**src/rtl/demux_1an_fifo.sv**
```systemverilog
// 1-to-N demultiplexer that steers a valid-qualified word into per-channel FIFOs.
// Channel choice is an explicit selector or a strict round-robin pointer.
module demux_1an_fifo #(
    parameter  int WIDTH    = 8,
    parameter  int CHANNELS = 2,
    parameter  int DEPTH    = 4,
    localparam int SEL_W    = $clog2(CHANNELS)
) (
    input  logic                      clk,
    input  logic                      reset_L,
    input  logic                      valid_in,
    input  logic [WIDTH-1:0]          data_in,
    input  logic [SEL_W-1:0]          selector,
    input  logic                      mode_rr,
    output logic                      in_ready,
    input  logic [CHANNELS-1:0]       pop,
    output logic [CHANNELS-1:0]       valid_out,
    output logic [CHANNELS*WIDTH-1:0] data_out,
    output logic [CHANNELS-1:0]       full,
    output logic                      sel_err,
    output logic [7:0]                drop_cnt
);

    localparam int AW = $clog2(DEPTH);
    localparam int CW = AW + 1;
    localparam logic [SEL_W:0] CH_LIM = (SEL_W+1)'(CHANNELS);

    logic [SEL_W-1:0]    rr_ptr_q, rr_ptr_d;
    logic [SEL_W-1:0]    tgt;
    logic                tgt_ok;
    logic                full_sel;
    logic                push_ok;
    logic [CHANNELS-1:0] push_en;
    logic [CHANNELS-1:0] pop_en;
    logic                sel_err_q, sel_err_d;
    logic [7:0]          drop_cnt_q, drop_cnt_d;

    assign tgt = mode_rr ? rr_ptr_q : selector;

    // With a power-of-2 channel count every selector value names a real channel.
    if (CHANNELS == (1 << SEL_W)) begin : g_pow2
        assign tgt_ok = 1'b1;
    end else begin : g_npow2
        assign tgt_ok = ({1'b0, tgt} < CH_LIM);
    end

    // NOTE: every variable driven here gets a default first, so no latch is inferred.
    always_comb begin
        full_sel = 1'b0;
        for (int i = 0; i < CHANNELS; i++) begin
            if (tgt == SEL_W'(i)) full_sel = full[i];
        end
    end

    // Readiness looks only at the pre-pop state: a full channel never accepts in the cycle it is popped.
    assign in_ready = reset_L & tgt_ok & ~full_sel;
    assign push_ok  = valid_in & in_ready;

    always_comb begin
        push_en = '0;
        for (int i = 0; i < CHANNELS; i++) begin
            push_en[i] = push_ok && (tgt == SEL_W'(i));
        end
    end

    always_comb begin
        rr_ptr_d = rr_ptr_q;
        if (push_ok && mode_rr) begin
            rr_ptr_d = (rr_ptr_q == SEL_W'(CHANNELS-1)) ? '0 : rr_ptr_q + SEL_W'(1);
        end
    end

    // Round-robin targets are always in range, so only selector mode can error.
    always_comb begin
        sel_err_d  = valid_in & ~tgt_ok;
        drop_cnt_d = drop_cnt_q;
        if (sel_err_d && (drop_cnt_q != 8'hFF)) drop_cnt_d = drop_cnt_q + 8'd1;
    end

    // NOTE: sequential state is updated with non-blocking assignments only.
    always_ff @(posedge clk or negedge reset_L) begin
        if (!reset_L) begin
            rr_ptr_q   <= '0;
            sel_err_q  <= 1'b0;
            drop_cnt_q <= '0;
        end else begin
            rr_ptr_q   <= rr_ptr_d;
            sel_err_q  <= sel_err_d;
            drop_cnt_q <= drop_cnt_d;
        end
    end

    assign sel_err  = sel_err_q;
    assign drop_cnt = drop_cnt_q;

    for (genvar i = 0; i < CHANNELS; i++) begin : g_ch
        logic [WIDTH-1:0] mem_q [DEPTH];
        logic [AW-1:0]    wr_ptr_q, wr_ptr_d;
        logic [AW-1:0]    rd_ptr_q, rd_ptr_d;
        logic [CW-1:0]    count_q, count_d;

        assign pop_en[i] = pop[i] & valid_out[i];

        always_comb begin
            wr_ptr_d = wr_ptr_q;
            rd_ptr_d = rd_ptr_q;
            count_d  = count_q;
            if (push_en[i]) wr_ptr_d = wr_ptr_q + AW'(1);
            if (pop_en[i])  rd_ptr_d = rd_ptr_q + AW'(1);
            case ({push_en[i], pop_en[i]})
                2'b10:   count_d = count_q + CW'(1);
                2'b01:   count_d = count_q - CW'(1);
                default: count_d = count_q;
            endcase
        end

        // NOTE: storage is cleared on reset so data_out reads zero while reset_L is low.
        always_ff @(posedge clk or negedge reset_L) begin
            if (!reset_L) begin
                wr_ptr_q <= '0;
                rd_ptr_q <= '0;
                count_q  <= '0;
                for (int k = 0; k < DEPTH; k++) mem_q[k] <= '0;
            end else begin
                wr_ptr_q <= wr_ptr_d;
                rd_ptr_q <= rd_ptr_d;
                count_q  <= count_d;
                if (push_en[i]) mem_q[wr_ptr_q] <= data_in;
            end
        end

        assign valid_out[i]                = (count_q != '0);
        assign full[i]                     = (count_q == CW'(DEPTH));
        assign data_out[i*WIDTH +: WIDTH]  = mem_q[rd_ptr_q];
    end

endmodule

```
**config.mk**
```make
export PLATFORM = sky130hd
export DESIGN_NAME = demux_1an_fifo
export DESIGN_NICKNAME = d
export VERILOG_FILES = /design/src/rtl/demux_1an_fifo.sv
export SDC_FILE = /design/constraint.sdc
export NUM_CORES = 1
export LEC_CHECK = 0
export ABC_AREA = 1
export ABC_CLOCK_PERIOD_IN_PS = 1950
export BUFFER_PORTS_ARGS = -buffer_cell sky130_fd_sc_hd__buf_2
export CAP_MARGIN = 20
export CORE_ASPECT_RATIO = 0.8
export CORE_MARGIN = 4
export CORE_UTILIZATION = 53
export DETAILED_ROUTE_END_ITERATION = 8
export PLACE_DENSITY = 0.87
export SLEW_MARGIN = 20
export SYNTH_ARGS = -nofsm -noshare
export SYNTH_HDL_FRONTEND = slang
export SYNTH_SLANG_ARGS = --single-unit
```
**constraint.sdc**
```tcl
create_clock -name clk -period 1.95 [get_ports clk]
set_input_delay 0.2925 -clock clk [delete_from_list [all_inputs] [get_ports clk]]
set_output_delay 0.2925 -clock clk [all_outputs]
set_load 0.02 [all_outputs]
```
==> metrics.md <==
| Metric | Value |
|---|---|
| Outcome | finished, violations left |
| Violated checks | negative setup slack |
| Die X | 108 um |
| YS warnings | 0 |
| Vias per cell | 6.08 |
| Final Max Tran Viols | 0 |
| Routed WL per cell | 17.9 um |
| Top cell type's share of synthesized area | a little under half |
| Share of post-route cells with drive strength above 1 | 23.9% |
| H-tree lvl count | 3 |
| Delay of the slowest critical-path stage | 410 ps |
| Worst min path class | in2reg |
| Row count | 28 |
| DP Wirelength | 7.21 mm |
| WL final | approximately 12 mm |
| Initial Util | 56.2% |
| Setup WS post-layout | -12.4 ps |
| CTS tree | built |
| CP Buf/Inv Count | 2 |
| Setup CP Type | reg2reg |
| CTS max path bufs | 2 |
| Area after DPL | 0.00450 sq mm |
| Core box area | between 0.007 and 0.008 sq mm |
| Global-route wire length before repair | 18.0 mm |
| DIE AREA | 0.00957 sq mm |
| #FFs+latches synth | 79 |
| Final setup fails | 1 |
| Sequential fraction of the synthesis area | 46.3% |
| DRC Markers | 0 |
| Yosys cell types | 29 |
| Post-synth top area cell | dfrtp_1 |
| Clock skew | 6.97 ps |
| Post-Syn Instances | 504 |
| Largest net degree at the start of global routing | 61 |
| RSZ-0062 raised after global routing | true |
| Fin nets | 565 |
| CTS Sinks | between 70 and 80 |
| Clock slew at reported path FFs | around 80 ps |
| Post-layout instance area | 0.00488 sq mm |
| CP max stage cell | dfrtp_1 |
| Normalized max-slew margin | 48.8% |
| Global-route usage over all layers | 24.5% |
| WP data required | 2180 ps |
| Period utilization | 101% |
| Die Span Y | between 80 and 90 um |
| Via count | 3,941 |
| Synthesized area | 0.00427 sq mm |
| Crit-path cells | inv_2 > nand2_2 > nor2_4 > nand2_4 > nand3_4 > nor2_4 > nand2_4 > ha_4 > inv_4 > fa_2 > a21oi_2 > o21ai_1 > xor2_1 |
| TritonRoute pass-1 iters | 5 |
| 1st-iter DRT viols | 574 |
| Initial antenna violation count | 0 |
| Arrival @ worst endpoint | 2190 ps |
| Area Growth Syn to Fin | 14.2% |
| Crit path launch type | register |
| FMAX | 0.510 GHz |
| GPL Wtd Cong | 0.850 |
| Worst-margin pin slew | 768 ps |
| CP max FO | 3 |
| CTS root buf | clkbuf_8 |
| MaxCap Viol Count | 0 |
| CTS buffer count | 9 |
| Delay-heaviest family, CP | adder cells |
| DP Worst Slack | -35.6 ps |
| I/O Buffers | 35 |
| Overflow after GRT | 0 |
| Ports | 45 |
| Avg Cell Area, Syn | 8.48 sq um |
| Most area-consuming cells after synthesis | dfrtp_1 46%, nand2_1 13%, nand4_1 9.4% |
| Peak supply drop | 1.12 mV |
| Tmin final | 1960 ps |
| Routed Antenna Nets | 0 |
| Worst-Skew Late Latency | 350 ps |
| Vias in the first global route | between 3,000 and 4,000 |
| Antenna diodes | 0 |
| Pwr dens | 1690 mW/mm^2 |
| Lkg Pwr | 2.48 nW |
| Crit path capture type | register |
| Final hold viol count | 0 |
-- cells in the mapped netlist --
cell	number
clkbuf_1	16
xor2_1	4
o22ai_1	16
buf_1	2
dfrtp_1	79
xnor2_1	2
clkbuf_2	8
nor2_8	1
nor2_4	1
nor2_1	39
ha_1	10
inv_1	17
nand2_1	150
conb_1	1
nand4_1	64
buf_6	1
nand3_2	1
inv_2	7
o21ai_1	1
nand2_2	4
a21oi_1	2
nor2_2	2
nand3_1	4
nand2_4	4
fa_1	2
buf_2	8
buf_4	14
o21ai_0	36
nand4_4	8
-- cells in the final DEF, fill, tap and decap left out, types with 2 or more instances in the layout --
| master | instances |
|---|---|
| o22ai_1 | 16 |
| dfrtp_1 | 78 |
| nand2_4 | 7 |
| nor2_4 | 2 |
| nand3_1 | 3 |
| ha_4 | 2 |
| o21ai_0 | 31 |
| buf_4 | 28 |
| inv_2 | 12 |
| xor2_1 | 4 |
| nand2_2 | 6 |
| a21oi_2 | 2 |
| nor2_1 | 38 |
| inv_1 | 8 |
| clkbuf_8 | 12 |
| nand4_1 | 64 |
| nand4_4 | 8 |
| buf_2 | 34 |
| ha_1 | 8 |
| nor2_2 | 2 |
| clkinv_2 | 2 |
| inv_4 | 2 |
| nand2_1 | 145 |
| o21ai_1 | 5 |
| clkinvlp_4 | 3 |
| conb_1 | 9 |
| fa_2 | 2 |
| xnor2_1 | 2 |
-- cell type report --
type                            count  area, sq um
Sequential cell                    79         1980
Timing Repair Buffer               63          390
Clock buffer                       13          169
Tap cell                          105          131
Multi-Input combinational cell    360         2060
Fill cell                         565         2720
Inverter                           24          103
Timing Repair inverter              1         7.51
Clock inverter                      3         40.0
-- stage by stage --
stage,util [%],total power [mW],std cells,hold WS [ps],setup TNS [ps]
2_1_floorplan,-,5.47,512,-3.09,-281
3_3_place_gp,59.2,6.42,616,320,0
3_5_place_dp,59.2,6.60,616,324,-80.4
4_1_cts,62.5,7.96,636,241,-5.34
5_1_grt,64.2,8.78,648,253,-197
6_report,64.2,8.26,648,246,-12.4
-- final timing paths --
check,start,end,slack (ps),depth (start not counted)
worst min register to register,g_ch[0].mem_q[17],g_ch[0].mem_q[17],470,2
max in group asynchronous,reset_L,g_ch[0].mem_q[29],730,3
worst max register to register,g_ch[1].count_q[0],g_ch[0].count_q[2],-10,13
worst min-delay path,mode_rr,rr_ptr_q,250,3
worst max-delay path,g_ch[1].count_q[0],g_ch[0].count_q[2],-10,13
min in group asynchronous,reset_L,g_ch[1].count_q[1],510,3
-- registers in the layout, indices dropped and copies added (netlist names) --
name           cells
g_ch.mem_q        64
rr_ptr_q           1
g_ch.count_q       6
g_ch.rd_ptr_q      4
g_ch.wr_ptr_q      4
-- per-layer routing --
metal  global-route usage, %  wire [um]  vias to the layer above
met3                    7.51       1310                       45
met2                    39.1       5550                      290
met1                    31.4       4370                     1870
met5                       0          0                        -
met4                    10.4        396                        0
li1                        -          -                     1736
-- worst reg2reg max path, delay by kind of cell, from the launching register on --
family | cells | cell delay [ps]
adders and majority gates | 2 | 490
AOI/OAI and AO/OA | 2 | 200
DFF | 1 | 410
and+or+nand+nor | 6 | 470
xor gates and xnor gates | 1 | 150
buffers and inverters | 2 | 120
-- logic make-up (layout without fill, tap and decap cells) --
group | after synthesis | count (layout) | share of synthesized area, %
xor gates and xnor gates | 6 | 6 | 1.23
other | 1 | 9 | 0.0878
and+or+nand+nor | 278 | 278 | 33.3
DFF | 79 | 79 | 46.3
adders and majority gates | 12 | 12 | 3.87
AOI/OAI and AO/OA | 55 | 55 | 6.91
buffers and inverters | 73 | 104 | 8.29
-- power by group --
group,leakage [nW],internal [mW],switching [mW]
registers,1.00,2.36,0.537
logic,1.38,1.39,2.70
clock network,0.109,0.693,0.580
total,2.48,4.44,3.82
-- what timing repair did --
item | CTS | global route
pin swaps | 5 | 10
gates resized for setup | 5 | 15
hold buffers | 1 | 0
gates cloned | 0 | 1
setup buffers | 3 | 11
setup endpoints to repair | 4 | 21
endpoints found under the hold margin | 19 | 0
Power figures use the tool's default switching activity.
